==> config.mk <==
export PLATFORM = sky130hd
export DESIGN_NAME = adc_init_seq
export DESIGN_NICKNAME = d
export VERILOG_FILES = /design/src/rtl/adc_init_seq_pkg.sv /design/src/rtl/adc_init_seq_delay_cnt.sv /design/src/rtl/adc_init_seq.sv
export SDC_FILE = /design/constraint.sdc
export NUM_CORES = 1
export LEC_CHECK = 0
export ABC_AREA = 1
export CAP_MARGIN = 40
export CORE_AREA = 2 2 75 131
export DETAILED_ROUTE_END_ITERATION = 12
export DIE_AREA = 0 0 77 133
export GPL_ROUTABILITY_DRIVEN = 1
export HOLD_SLACK_MARGIN = 0.03
export PLACE_DENSITY = 0.84
export SETUP_SLACK_MARGIN = 0.3
export SLEW_MARGIN = 20
export SYNTH_ARGS = -nofsm -noshare
export SYNTH_HDL_FRONTEND = slang
export SYNTH_SLANG_ARGS = --single-unit
export TNS_END_PERCENT = 100
==> constraint.sdc <==
create_clock -name clk -period 3.5 [get_ports clk]
set_clock_uncertainty 0.1 [all_clocks]
set_input_delay 0.875 -clock clk [delete_from_list [all_inputs] [get_ports clk]]
set_output_delay 0.875 -clock clk [all_outputs]
set_load 0.02 [all_outputs]
==> src/rtl/adc_init_seq_pkg.sv <==
// adc_init_seq_pkg: state encoding, reset defaults and wait constants shared by adc_init_seq
package adc_init_seq_pkg;
  typedef logic [2:0] state_t;
  localparam state_t ST_IDLE      = 3'd0;
  localparam state_t ST_LOAD_AGC  = 3'd1;
  localparam state_t ST_LOAD_ADC  = 3'd2;
  localparam state_t ST_WAIT_BUSY = 3'd3;
  localparam state_t ST_DELAY     = 3'd4;
  localparam state_t ST_RUN       = 3'd5;
  localparam logic [15:0] AGC_RST_DEF  = 16'h5555;
  localparam logic [9:0]  CTRL_RST_DEF = 10'b1010101010;
  localparam int WAIT_MIN = 2;
endpackage

==> src/rtl/adc_init_seq_delay_cnt.sv <==
// seq_delay_cnt: loadable down-counter; tc_o pulses in the LEN-th enabled cycle after a load
module seq_delay_cnt
  import adc_init_seq_pkg::*;
#(
  parameter int LEN = 256
) (
  input  logic clk,
  input  logic arstn,
  input  logic load_i,
  input  logic en_i,
  output logic tc_o
);
  localparam int W = $clog2(LEN + 1);
  logic [W-1:0] cnt_q, cnt_d;
  // Load LEN-1, then count down and hold at zero so the count never wraps
  always_comb cnt_d = load_i ? W'(LEN - 1) : (en_i && cnt_q != '0) ? cnt_q - W'(1) : cnt_q;
  // Counter register
  always_ff @(posedge clk or negedge arstn)
    if (!arstn) cnt_q <= '0;
    else cnt_q <= cnt_d;
  assign tc_o = en_i && cnt_q == '0;
endmodule

==> src/rtl/adc_init_seq.sv <==
// adc_init_seq: AGC/ADC power-up and re-init sequencer; define ADC_INIT_SEQ_TIMEOUT_EN for mbusy timeouts
module adc_init_seq
  import adc_init_seq_pkg::*;
#(
  parameter int NCH = 2,
  parameter int CTRL_W = 10,
  parameter int DAC_W = 16,
  parameter int EN_DELAY = 256,
  parameter int TIMEOUT = 1024,
  parameter logic [DAC_W-1:0] AGC_RST = AGC_RST_DEF,
  parameter logic [CTRL_W-1:0] CTRL_RST = CTRL_RST_DEF
) (
  input  logic                  clk,
  input  logic                  arstn,
  input  logic                  start,
  input  logic [DAC_W-1:0]      agc_word,
  input  logic [NCH*CTRL_W-1:0] ctrl_word,
  input  logic [NCH-1:0]        adc_mbusy,
  output logic [DAC_W-1:0]      agc_data,
  output logic                  agc_load,
  output logic [NCH*CTRL_W-1:0] adc_ctrlword,
  output logic [NCH-1:0]        adc_ldctrl,
  output logic [NCH-1:0]        adc_enable,
  output logic                  busy,
  output logic                  done,
  output logic [NCH-1:0]        err,
  output logic [31:0]           event_cnt
);
  localparam int CH_W = NCH > 1 ? $clog2(NCH) : 1;
  localparam int WMAX = TIMEOUT > WAIT_MIN ? TIMEOUT : WAIT_MIN;
  localparam int WW = $clog2(WMAX + 1);
  state_t state_q, state_d;
  logic [CH_W-1:0] ch_q, ch_d;
  logic [WW-1:0] wait_q, wait_d;
  logic [DAC_W-1:0] agc_q, agc_d;
  logic [NCH*CTRL_W-1:0] ctrl_q, ctrl_d;
  logic [NCH-1:0] en_q, en_d, err_q, ld_q;
  logic agc_ld_q, busy_q, done_q;
  logic [31:0] event_cnt_q;
  logic wait_ok, last_ch, mbusy_ch, tmo_tc, exit_w, dly_tc;
  assign mbusy_ch = adc_mbusy[ch_q];
  assign wait_ok = wait_q == WW'(WAIT_MIN);
  assign last_ch = ch_q == CH_W'(NCH - 1);
  assign exit_w = state_q == ST_WAIT_BUSY && ((wait_ok && !mbusy_ch) || tmo_tc);
  seq_delay_cnt #(.LEN(EN_DELAY)) u_dly (
    .clk, .arstn, .load_i(exit_w && last_ch), .en_i(state_q == ST_DELAY), .tc_o(dly_tc)
  );
`ifdef ADC_INIT_SEQ_TIMEOUT_EN
  logic [NCH-1:0] err_d;
  seq_delay_cnt #(.LEN(TIMEOUT)) u_tmo (
    .clk, .arstn, .load_i(state_q == ST_LOAD_ADC), .en_i(state_q == ST_WAIT_BUSY), .tc_o(tmo_tc)
  );
  // A channel leaving WAIT_BUSY while still busy has timed out; flags stick until a re-init
  always_comb begin
    err_d = err_q;
    if (state_q == ST_RUN && start) err_d = '0;
    else if (exit_w && mbusy_ch) err_d[ch_q] = 1'b1;
  end
  // Timeout flag register
  always_ff @(posedge clk or negedge arstn)
    if (!arstn) err_q <= '0;
    else err_q <= err_d;
`else
  assign tmo_tc = 1'b0;
  assign err_q = '0;
`endif
  // Sequencer next state: one AGC load, then per-channel load and busy wait, settle, run
  always_comb begin
    state_d = state_q;
    ch_d = ch_q;
    wait_d = wait_q;
    agc_d = agc_q;
    ctrl_d = ctrl_q;
    en_d = en_q;
    case (state_q)
      ST_IDLE: state_d = ST_LOAD_AGC;
      ST_LOAD_AGC: begin
        state_d = ST_LOAD_ADC;
        ch_d = '0;
      end
      ST_LOAD_ADC: begin
        state_d = ST_WAIT_BUSY;
        wait_d = '0;
      end
      ST_WAIT_BUSY: begin
        wait_d = wait_ok ? wait_q : wait_q + WW'(1);
        state_d = !exit_w ? state_q : last_ch ? ST_DELAY : ST_LOAD_ADC;
        ch_d = exit_w && !last_ch ? ch_q + CH_W'(1) : ch_q;
      end
      ST_DELAY: begin
        state_d = dly_tc ? ST_RUN : state_q;
        en_d = dly_tc ? ~err_q : en_q;
      end
      ST_RUN: if (start) begin
        state_d = ST_LOAD_AGC;
        agc_d = agc_word;
        ctrl_d = ctrl_word;
        en_d = '0;
      end
      default: state_d = ST_IDLE;
    endcase
  end
  // State, data and registered output strobes derived from the next state
  always_ff @(posedge clk or negedge arstn)
    if (!arstn) begin
      state_q <= ST_IDLE;
      ch_q <= '0;
      wait_q <= '0;
      agc_q <= AGC_RST;
      ctrl_q <= {NCH{CTRL_RST}};
      en_q <= '0;
      ld_q <= '0;
      agc_ld_q <= 1'b0;
      busy_q <= 1'b1;
      done_q <= 1'b0;
      event_cnt_q <= '0;
    end else begin
      state_q <= state_d;
      ch_q <= ch_d;
      wait_q <= wait_d;
      agc_q <= agc_d;
      ctrl_q <= ctrl_d;
      en_q <= en_d;
      ld_q <= state_d == ST_LOAD_ADC ? NCH'(1) << ch_d : '0;
      agc_ld_q <= state_d == ST_LOAD_AGC;
      busy_q <= state_d != ST_RUN;
      done_q <= state_d == ST_RUN;
      event_cnt_q <= event_cnt_q + 32'd1;
    end
  assign agc_data = agc_q;
  assign agc_load = agc_ld_q;
  assign adc_ctrlword = ctrl_q;
  assign adc_ldctrl = ld_q;
  assign adc_enable = en_q;
  assign busy = busy_q;
  assign done = done_q;
  assign err = err_q;
  assign event_cnt = event_cnt_q;
endmodule
==> qor.txt <==
Outcome -> complete, no violations
Fin. max-slew vios -> 0
Initial Util -> 51.4%
Post-synth top cells -> nand2_1, dfrtp_1, inv_1, nor2_1
Post-synth top area share -> 41.4%
Most frequent cell after synthesis -> nand2_1
DIE AREA -> 10,200 um2
Max VDD drop -> 0.000527 V
Routed WL per cell -> 14.6 um
Area grow syn2layout -> 33.8%
Unrepaired setup endpoints after global routing -> false
Nets -> 734
Cells after Synth -> 568
Max incr delay on CP -> 0.62 ns
Critical Path Source -> agc_data[8]$_DFFE_PN1P_
Antenna violations before repair -> 0
Hold Path Class -> in2async
Worst r2r src -> state_q[0]$_DFF_PN0_
Filler cells -> 753
TritonCTS Buffers -> 9
Final period util -> 71.0%
Buf/Inv on CP -> 1
PD cells -> 572 nW/um2
Main combinational cell family by area after synthesis -> simple AND/OR/NAND/NOR gates
Global-route wire length before repair -> 19,700 um
Clk slew on worst S/H paths -> 0.07 ns
Pleak -> 0.00296 uW
Area of the multi-input gates -> 2050 um2
Setup Buffers After CTS -> 0
Post-Synth Adder-Cell Area -> 1.31%
Synth Warn # -> 0
Residual antenna-violating net count after detailed routing -> 0
Top cell family by delay on the critical path -> buffers and inverters
Compound-Gate Fraction of Synth Area -> 2.12%
Drt total wl -> 11,900 um
Setup Total Neg Slack -> 0 ns
Clock Path Buffers -> 2
Initial drt markers -> 328
Register area -> 2480 um2
Largest net degree at the start of global routing -> 67
# Max-Cap Violations -> 0
Core Footprint -> 9290 um2
Gr usage total -> 24.4%
Die height -> 133 um
Gpl congestion -> 0.914
Post-synthesis simple-gate area fraction -> 33.6%
Reg2reg end -> adc_ctrlword[2]$_DFFE_PN0P_
Biggest area consumer among synthesized cells -> dfrtp_1
Clk sinks -> 98
Data arrival, critical path -> 1.51 ns
Synth top area cells -> dfrtp_1, nand2_1, dfstp_2
Min Clock Period, post-route -> 2.49 ns
Clk_lat worst skew -> 0.35 ns
Via density -> 5.12
Fmax -> 0.402 GHz
Die W -> 77 um
CP Cell Sequence -> clkdlybuf4s50_1
Relative slew slack -> 61.8%
CP max-delay cell -> clkdlybuf4s50_1
Critical path launch point type -> register
Ys flop type -> dfrtp_1
Final setup viols -> 0
Post-cts sizing count -> 0
Internal reg-to-reg setup slack -> 1.50 ns
Number of global-route vias before repair -> 4,218
IO Pins -> 118
Ys async rst share -> 100%
Yosys reg bits -> 98
CTS Hold Bufs -> 0
Endpoints failing hold -> 0
H-tree levels -> 3
Worst reg-to-reg path cell count -> 7
Avg Cell Area, Syn -> 8.41 um2
Worst Path Required -> 2.52 ns
Worst-Margin Slew -> 0.572 ns
Crit path max fanout -> 2
Setup CP Type -> reg2out
CP endpoint kind -> output pin
CTS tree -> built
Drt pass-1 iters -> 4
Vias -> 4,176
XOR/XNOR Fraction of Synth Area -> 5.87%
Grt total ovfl -> 0
Worst hold slack -> 0.305 ns
DRC viols -> 0
Dpl hpwl -> 8760 um
Port Buffer Count -> 115
CTS Root Cell -> clkbuf_16
Post-synthesis sequential area ratio -> 51.8%
Synthesized cell area -> 4780 um2
Mux share of post-synthesis cell area -> 0%
Rows -> 47
Number of flops mapped to enable cells by yosys -> 0
Share of layout cells above drive strength 1 -> 10.1%
Netlist cell types -> 34
Ant diodes -> 0
[worst max-delay path by stage]
stage	endpoint	cells after the start
2_1_floorplan	agc_load$_DFF_PN0_	7
3_3_place_gp	adc_enable[0]$_DFFE_PN0P_	6
3_5_place_dp	adc_ctrlword[2]$_DFFE_PN0P_	6
4_1_cts	agc_data[8]	1
5_1_grt	event_cnt[3]	1
6_report	agc_data[8]	1
[kinds of logic (layout without fill, tap and decap cells)]
| logic type | Yosys count | count (layout) |
|---|---|---|
| xor gates and xnor gates | 32 | 32 |
| adders and majority gates | 5 | 5 |
| buffers and inverters | 61 | 185 |
| and+or+nand+nor | 352 | 352 |
| other | 1 | 2 |
| AOI/OAI and AO/OA | 19 | 19 |
| DFF | 98 | 98 |
[metal layers]
metal | global-route usage (%) | wire, um | part of all wire (%)
met4 | 11.1 | 330 | 2.8
met5 | 0 | 0 | 0
met2 | 45.7 | 6700 | 56
met3 | 4.91 | 586 | 4.9
met1 | 25.9 | 4260 | 36
[layout by cell type, fill, tap and decap left out, types with 6 or more instances in the layout]
cell / n
clkbuf_16: 9
dfstp_2: 19
o21ai_0: 6
clkdlybuf4s50_1: 114
o21ai_1: 6
xnor2_1: 8
inv_1: 48
nor3_1: 16
xor2_1: 24
nand2_1: 217
nor2_1: 48
nand3_1: 24
nor2_2: 6
dfrtp_1: 79
nand4_1: 11
[metrics by stage]
step	setup slack, ns	power [uW]	utilization (%)	std cells	cell area (um2)
floorplan	1.78	2130	-	569	4780
global placement	0.864	2580	65.0	797	6040
detailed placement	0.812	2630	65.0	797	6040
CTS	0.992	3670	68.4	813	6360
global route	0.980	3850	68.8	815	6390
finish	1.01	3660	68.8	815	6390
[registers in the layout, summed over array words and instances, names as in the netlist]
register	count
wait_q	11
agc_data	16
adc_enable	1
busy	1
ch_q	1
agc_load	1
u_dly.cnt_q	9
event_cnt	32
adc_ldctrl	2
state_q	3
done	1
adc_ctrlword	20
[area by class of cell]
| type | count | share of cell area, % |
|---|---|---|
| sequential | 98 | 38.7 |
| clock inverter | 5 | 0.959 |
| clock buffer | 11 | 3.95 |
| timing repair buffer | 118 | 18.8 |
| inverter | 51 | 2.99 |
| tap | 122 | 2.39 |
| multi-input combinational | 410 | 32.1 |
[power breakdown]
part	switching, uW	internal [uW]	total [uW]	leakage (uW)
registers	139	1370	1500	0.00121
clock network	426	595	1020	0.000144
logic	661	471	1130	0.00161
No activity file was read; power rests on OpenSTA's default activity.
